--- config.mk ---
export PLATFORM = sky130hd
export DESIGN_NAME = sort_controller_flat
export DESIGN_NICKNAME = d
export VERILOG_FILES = /design/src/rtl/sort_controller_if.sv /design/src/rtl/sort_controller.sv /design/src/flat_wrapper.sv
export SDC_FILE = /design/constraint.sdc
export NUM_CORES = 1
export LEC_CHECK = 0
export BUFFER_PORTS_ARGS = -buffer_cell sky130_fd_sc_hd__buf_2
export CORE_ASPECT_RATIO = 0.8
export CORE_MARGIN = 2
export CORE_UTILIZATION = 40
export CTS_BUF_LIST = sky130_fd_sc_hd__clkbuf_8
export CTS_CLUSTER_SIZE = 28
export DETAILED_ROUTE_END_ITERATION = 7
export HOLD_SLACK_MARGIN = 0.1
export SLEW_MARGIN = 30
export SYNTH_ARGS = -nofsm -noshare
export SYNTH_HDL_FRONTEND = slang
export SYNTH_SLANG_ARGS = --single-unit
--- constraint.sdc ---
create_clock -name clk -period 5.7 [get_ports clk]
set_clock_uncertainty 0.1 [all_clocks]
set_input_delay 0.285 -clock clk [delete_from_list [all_inputs] [get_ports clk]]
set_output_delay 0.285 -clock clk [all_outputs]
set_load 0.01 [all_outputs]
--- src/rtl/sort_controller_if.sv ---
// Command/status bundle for sort_controller: load, clear, start, read port and sort status.
interface sort_controller_if #(
   parameter int SIZE  = 8,
   parameter int DEPTH = 8,
   parameter int CW    = $clog2(DEPTH + 1),
   parameter int AW    = $clog2(DEPTH)
);
   logic            wr_en;
   logic [SIZE-1:0] wr_data;
   logic            clr;
   logic            start;
   logic [AW-1:0]   rd_addr;
   logic [SIZE-1:0] rd_data;
   logic [CW-1:0]   count;
   logic            full;
   logic            busy;
   logic            done;
   logic [15:0]     swap_count;

   modport master (
      output wr_en, wr_data, clr, start, rd_addr,
      input  rd_data, count, full, busy, done, swap_count
   );

   modport slave (
      input  wr_en, wr_data, clr, start, rd_addr,
      output rd_data, count, full, busy, done, swap_count
   );
endinterface

--- src/rtl/sort_controller.sv ---
// In-place ascending bubble sort over a small buffer, one comparison per clock through a
// single shared unsigned comparator; early exit when a full pass makes no swap.
module comparator #(
   parameter int SIZE = 8
) (
   input  logic [SIZE-1:0] a,
   input  logic [SIZE-1:0] b,
   output logic            a_larger,
   output logic            equal
);
   assign a_larger = (a > b);
   assign equal    = (a == b);
endmodule

module sort_controller #(
   parameter int SIZE  = 8,
   parameter int DEPTH = 8,
   parameter int CW    = $clog2(DEPTH + 1),
   parameter int AW    = $clog2(DEPTH)
) (
   input logic               clk,
   input logic               rst,
   sort_controller_if.slave  bus
);
   typedef enum logic [1:0] {IDLE, CMP, DONE} state_t;

   state_t          state;
   logic [SIZE-1:0] mem [DEPTH];
   logic [CW-1:0]   count;
   logic [CW-1:0]   limit;
   logic [AW-1:0]   j;
   logic            swapped;
   logic            full;
   logic            busy;
   logic            done;
   logic [15:0]     swap_count;
   logic [SIZE-1:0] rd_data;

   logic [AW-1:0]   j_nxt;
   logic [SIZE-1:0] cmp_a;
   logic [SIZE-1:0] cmp_b;
   logic            a_larger;
   logic            equal;
   logic            do_swap;
   logic            pass_end;
   logic            load;

   function automatic logic [15:0] sat_inc(input logic [15:0] v);
      return (v == 16'hFFFF) ? v : v + 16'd1;
   endfunction

   assign j_nxt = j + AW'(1);
   assign cmp_a = mem[j];
   assign cmp_b = mem[j_nxt];

   comparator #(.SIZE(SIZE)) u_cmp (
      .a        (cmp_a),
      .b        (cmp_b),
      .a_larger (a_larger),
      .equal    (equal)
   );

   // Equal keys never swap, which keeps the sort stable.
   assign do_swap  = (state == CMP) && a_larger && !equal;
   assign pass_end = (CW'(j) == limit - CW'(2));
   assign load     = (state == IDLE) && bus.wr_en && !bus.clr && !bus.start && !full;

   always_ff @(posedge clk) begin
      if (rst) begin
         state      <= IDLE;
         count      <= '0;
         limit      <= '0;
         j          <= '0;
         swapped    <= 1'b0;
         full       <= 1'b0;
         busy       <= 1'b0;
         done       <= 1'b0;
         swap_count <= '0;
      end else begin
         done <= 1'b0;
         case (state)
            IDLE: begin
               if (bus.clr) begin
                  count <= '0;
                  full  <= 1'b0;
               end else if (bus.start) begin
                  j          <= '0;
                  limit      <= count;
                  swapped    <= 1'b0;
                  swap_count <= '0;
                  busy       <= 1'b1;
                  if (count >= CW'(2)) begin
                     state <= CMP;
                  end else begin
                     state <= DONE;
                     done  <= 1'b1;
                  end
               end else if (bus.wr_en && !full) begin
                  count <= count + CW'(1);
                  full  <= (count + CW'(1) == CW'(DEPTH));
               end
            end
            CMP: begin
               if (do_swap) begin
                  swapped    <= 1'b1;
                  swap_count <= sat_inc(swap_count);
               end
               if (!pass_end) begin
                  j <= j_nxt;
               end else if (!(swapped || do_swap) || limit == CW'(2)) begin
                  state <= DONE;
                  done  <= 1'b1;
               end else begin
                  // Largest remaining key has bubbled to the end; shrink the window.
                  limit   <= limit - CW'(1);
                  j       <= '0;
                  swapped <= 1'b0;
               end
            end
            DONE: begin
               state <= IDLE;
               busy  <= 1'b0;
            end
            default: begin
               state <= IDLE;
               busy  <= 1'b0;
            end
         endcase
      end
   end

   always_ff @(posedge clk) begin
      if (load) begin
         mem[count[AW-1:0]] <= bus.wr_data;
      end else if (do_swap) begin
         mem[j]     <= cmp_b;
         mem[j_nxt] <= cmp_a;
      end
   end

   always_ff @(posedge clk) begin
      if (rst) rd_data <= '0;
      else     rd_data <= mem[bus.rd_addr];
   end

   assign bus.rd_data    = rd_data;
   assign bus.count      = count;
   assign bus.full       = full;
   assign bus.busy       = busy;
   assign bus.done       = done;
   assign bus.swap_count = swap_count;
endmodule
--- src/flat_wrapper.sv ---
// flat-port wrapper written by rule: the top's interface ports become plain ports
module sort_controller_flat 
#(
   parameter int SIZE  = 8,
   parameter int DEPTH = 8,
   parameter int CW    = $clog2(DEPTH + 1),
   parameter int AW    = $clog2(DEPTH)
)
  (clk, rst, bus_wr_en, bus_wr_data, bus_clr, bus_start, bus_rd_addr, bus_rd_data, bus_count, bus_full, bus_busy, bus_done, bus_swap_count);
  sort_controller_if #(.SIZE(SIZE), .DEPTH(DEPTH), .CW(CW), .AW(AW)) bus_i ();
  input logic clk;
  input logic rst;
  input wire logic [$bits(bus_i.wr_en)-1:0] bus_wr_en;
  input wire logic [$bits(bus_i.wr_data)-1:0] bus_wr_data;
  input wire logic [$bits(bus_i.clr)-1:0] bus_clr;
  input wire logic [$bits(bus_i.start)-1:0] bus_start;
  input wire logic [$bits(bus_i.rd_addr)-1:0] bus_rd_addr;
  output wire logic [$bits(bus_i.rd_data)-1:0] bus_rd_data;
  output wire logic [$bits(bus_i.count)-1:0] bus_count;
  output wire logic [$bits(bus_i.full)-1:0] bus_full;
  output wire logic [$bits(bus_i.busy)-1:0] bus_busy;
  output wire logic [$bits(bus_i.done)-1:0] bus_done;
  output wire logic [$bits(bus_i.swap_count)-1:0] bus_swap_count;
  assign bus_i.wr_en = bus_wr_en;
  assign bus_i.wr_data = bus_wr_data;
  assign bus_i.clr = bus_clr;
  assign bus_i.start = bus_start;
  assign bus_i.rd_addr = bus_rd_addr;
  assign bus_rd_data = bus_i.rd_data;
  assign bus_count = bus_i.count;
  assign bus_full = bus_i.full;
  assign bus_busy = bus_i.busy;
  assign bus_done = bus_i.done;
  assign bus_swap_count = bus_i.swap_count;
  sort_controller #(.SIZE(SIZE), .DEPTH(DEPTH), .CW(CW), .AW(AW)) u_core (.clk(clk), .rst(rst), .bus(bus_i));
endmodule
==> flow_summary.yaml <==
outcome:
  status: "completed"
grt:
  overflow: 0
  antenna_found_initial: 0
  grt_max_degree: 33
  grtUsageTotal_pct: 22.16
  first_global_vias: 5265
  grt_pass1_wl_um: 30260
sta:
  min_period_ns: 5.059
  fin_ws_ns: 0.6415
  rsz0062_at_grt: "false"
  max-slew-margin-rel_pct: 40.69
  fmax_mhz: 197.7
  finalSetupTns_ns: 0
  report.final.slew_viol_count: 0
  setup_viol: 0
  finalHoldViolations: 0
  worstMarginPinSlew_ns: 0.8882
  fin_crit_sh_pct: 88.75
synthesis:
  yosysUniqueCellTypes: 66
  synth.net_count: 680
  synthArstFlopShare_pct: 0
  yosysWarnings: 0
  synth-seq-cells: 108
  yosysTopAreaCell: "edfxtp_1"
  synth_flop_cell: "edfxtp_1"
  yosys-top-cells-count: "87 x nand2_1, 81 x mux2i_1, 64 x edfxtp_1"
  avgSynthCellArea_um2: 10.73
  synth.most_common_cell: "nand2_1"
  syn_area_mm2: 0.006944
  ys_seq_area_share_pct: 40.36
  synth_cells: 647
  synth_edf_count: 64
  synth_area_leaders: "edfxtp_1 28%, dfxtp_1 13%, mux2i_1 12%"
  yosys.area.top_type_share_pct: 27.68
cts:
  cts_made_buffers: 9
  cts_tree: "yes"
  cts.repair.resized: 0
  post_cts_buffers: 0
  clk-insertion-delay-late_ns: 0.40
  cts-hold-fix-buffers: 0
  cts-htree-levels: 3
  cts_num_sinks: 108
  clk_pin_slew_ns: 0.10
  root_buffer: "clkbuf_8"
  clockBufferDepth: 2
floorplan:
  pin_count: 47
  die_x_um: 151.3
  dieArea_mm2: 0.01844
  fp-row-count: 43
  initial_core_util_pct: 40.46
  core_mm2: 0.01716
  die_h_um: 121.9
routing:
  ant_nets: 0
  wire_per_inst_um: 21.39
  vias: 5450
  drc: 0
  routed_wl_um: 19530
  drtIter0Drc: 561
  via_per_inst: 5.969
  dr.pass1.iters: 6
final_layout:
  final_core_util_pct: 44.59
  nets: 716
  syn_to_final_growth_pct: 10.22
  fill_cells: 1615
  drive_gt1_share_pct: 20.20
  diodes: 0
min_path:
  hold_path_class: "input pin to flop"
  min_to: "u_core.bus.full"
  whs_path_depth: 4
  hp-start: "bus_clr"
worst_setup_path:
  crit_required_ns: 5.71
  cp_max_fo: 30
  timing.rr.start: "u_core.j[0]"
  start_kind: "flop"
  critPathKind: "flop to flop"
  reg2reg_slack_ns: 0.64
  rr_endpoint: "u_core.mem[4][0]"
  cp-end-kind: "flop"
  cp_data_arrival_time_ns: 5.07
  reg2reg_depth: 14
placement:
  port_buffers: 46
  pre_cts_ws_ns: 0.6607
  hpwlAfterDp_um: 13210
  gp_congestion: 0.8791
pwr:
  ir_drop_mv: 0.09362
  total_power_w: 0.001519
  power_density_mw_per_mm2: 198.4
  power.leakage_nw: 3.158
run:
  drv_cap: 0
sequential cells by signal (all words and copies together) (netlist names), named ones only:
register / flops
u_core.bus.busy: 1
u_core.mem: 64
u_core.state: 2
u_core.bus.done: 1
u_core.bus.swap_count: 16
u_core.bus.full: 1
u_core.swapped: 1
u_core.j: 3
u_core.bus.count: 4
u_core.limit: 4
u_core.bus.rd_data: 8
report_power, final:
part / internal (W) / switching, W / total, W
Clock: 0.000295 / 0.000284 / 0.000579
Sequential: 0.000832 / 0.00000466 / 0.000837
Combinational: 0.0000431 / 0.0000599 / 0.000103
worst max-delay path, stage by stage (launching register included):
cell and delay (ns):
dfxtp_1 0.61, ha_1 0.54, xor2_4 0.74, buf_4 0.34
nand2_1 0.07, nand3_1 0.08, nand4_1 0.13, ha_1 0.32
and4_1 0.22, and2b_1 0.21, nor3_4 0.12, or2_1 0.25
buf_4 0.43, mux2i_2 0.48, mux2i_1 0.14
stage by stage:
| step | instance area, µm² | instances | hold WS (ns) |
|---|---|---|---|
| after floorplan | 6944 | 647 | 0.3583 |
| after global placement | 7400 | 897 | 0.3611 |
| after detailed placement | 7400 | 897 | 0.3644 |
| after CTS | 7647 | 913 | 0.1141 |
| after global routing | 7654 | 913 | 0.1489 |
| final | 7654 | 913 | 0.1344 |
how the worst max path moves through the flow:
| stage | from | to |
|---|---|---|
| 6_report | u_core.j[0] | u_core.mem[4][0] |
| 5_1_grt | u_core.j[0] | u_core.mem[1][0] |
| 4_1_cts | u_core.j[0] | u_core.mem[3][3] |
| 3_5_place_dp | u_core.j[0] | u_core.mem[0][0] |
| 3_3_place_gp | u_core.j[0] | u_core.mem[3][0] |
| 2_1_floorplan | flop | u_core.mem[5][0] |
layout make-up:
type / instances / area (µm²) / share of cell area, %
Clock inverter: 7 / 123.9 / 1.618
Clock buffer: 9 / 123.9 / 1.618
Sequential cell: 108 / 2803 / 36.62
Tap cell: 225 / 281.5 / 3.678
Inverter: 25 / 93.84 / 1.226
Timing Repair Buffer: 64 / 365.4 / 4.774
Multi-Input combinational cell: 475 / 3862 / 50.47
per-layer routing:
metal	wire, µm	track usage (%)	vias to the layer above
met5	0	0	-
met4	388	6.133	0
met3	1322	4.419	33
met2	9137	35.46	206
met1	8682	30.73	2711
li1	-	-	2500
cell families after synthesis:
kind of cell | share of synthesized area (%)
mux | 23.60
compound gates | 8.108
fa+ha+maj | 3.063
flops | 40.36
buf+inv | 4.450
xor+xnor | 2.901
simple gates | 17.51
layout by cell type (no fill, tap or decap), types with 4 or more instances in the layout:
cell type	n
nand3_4	8
a32oi_1	5
clkbuf_8	9
nand2_1	87
or3_1	4
o2111ai_1	4
mux4_2	32
and4_1	4
buf_4	18
o22ai_1	5
mux2i_1	81
nand3_1	39
mux2_2	7
buf_2	46
nor2b_1	4
a21oi_1	20
nand2b_1	6
ha_1	17
dfxtp_1	44
o21ai_0	12
o211ai_1	8
inv_1	25
and3_1	6
nor2_1	43
edfxtp_1	64
and2_1	4
nor3_1	8
nand4_1	10
xor2_1	15
nor4_1	4
No activity file was read; power rests on OpenSTA's default activity.
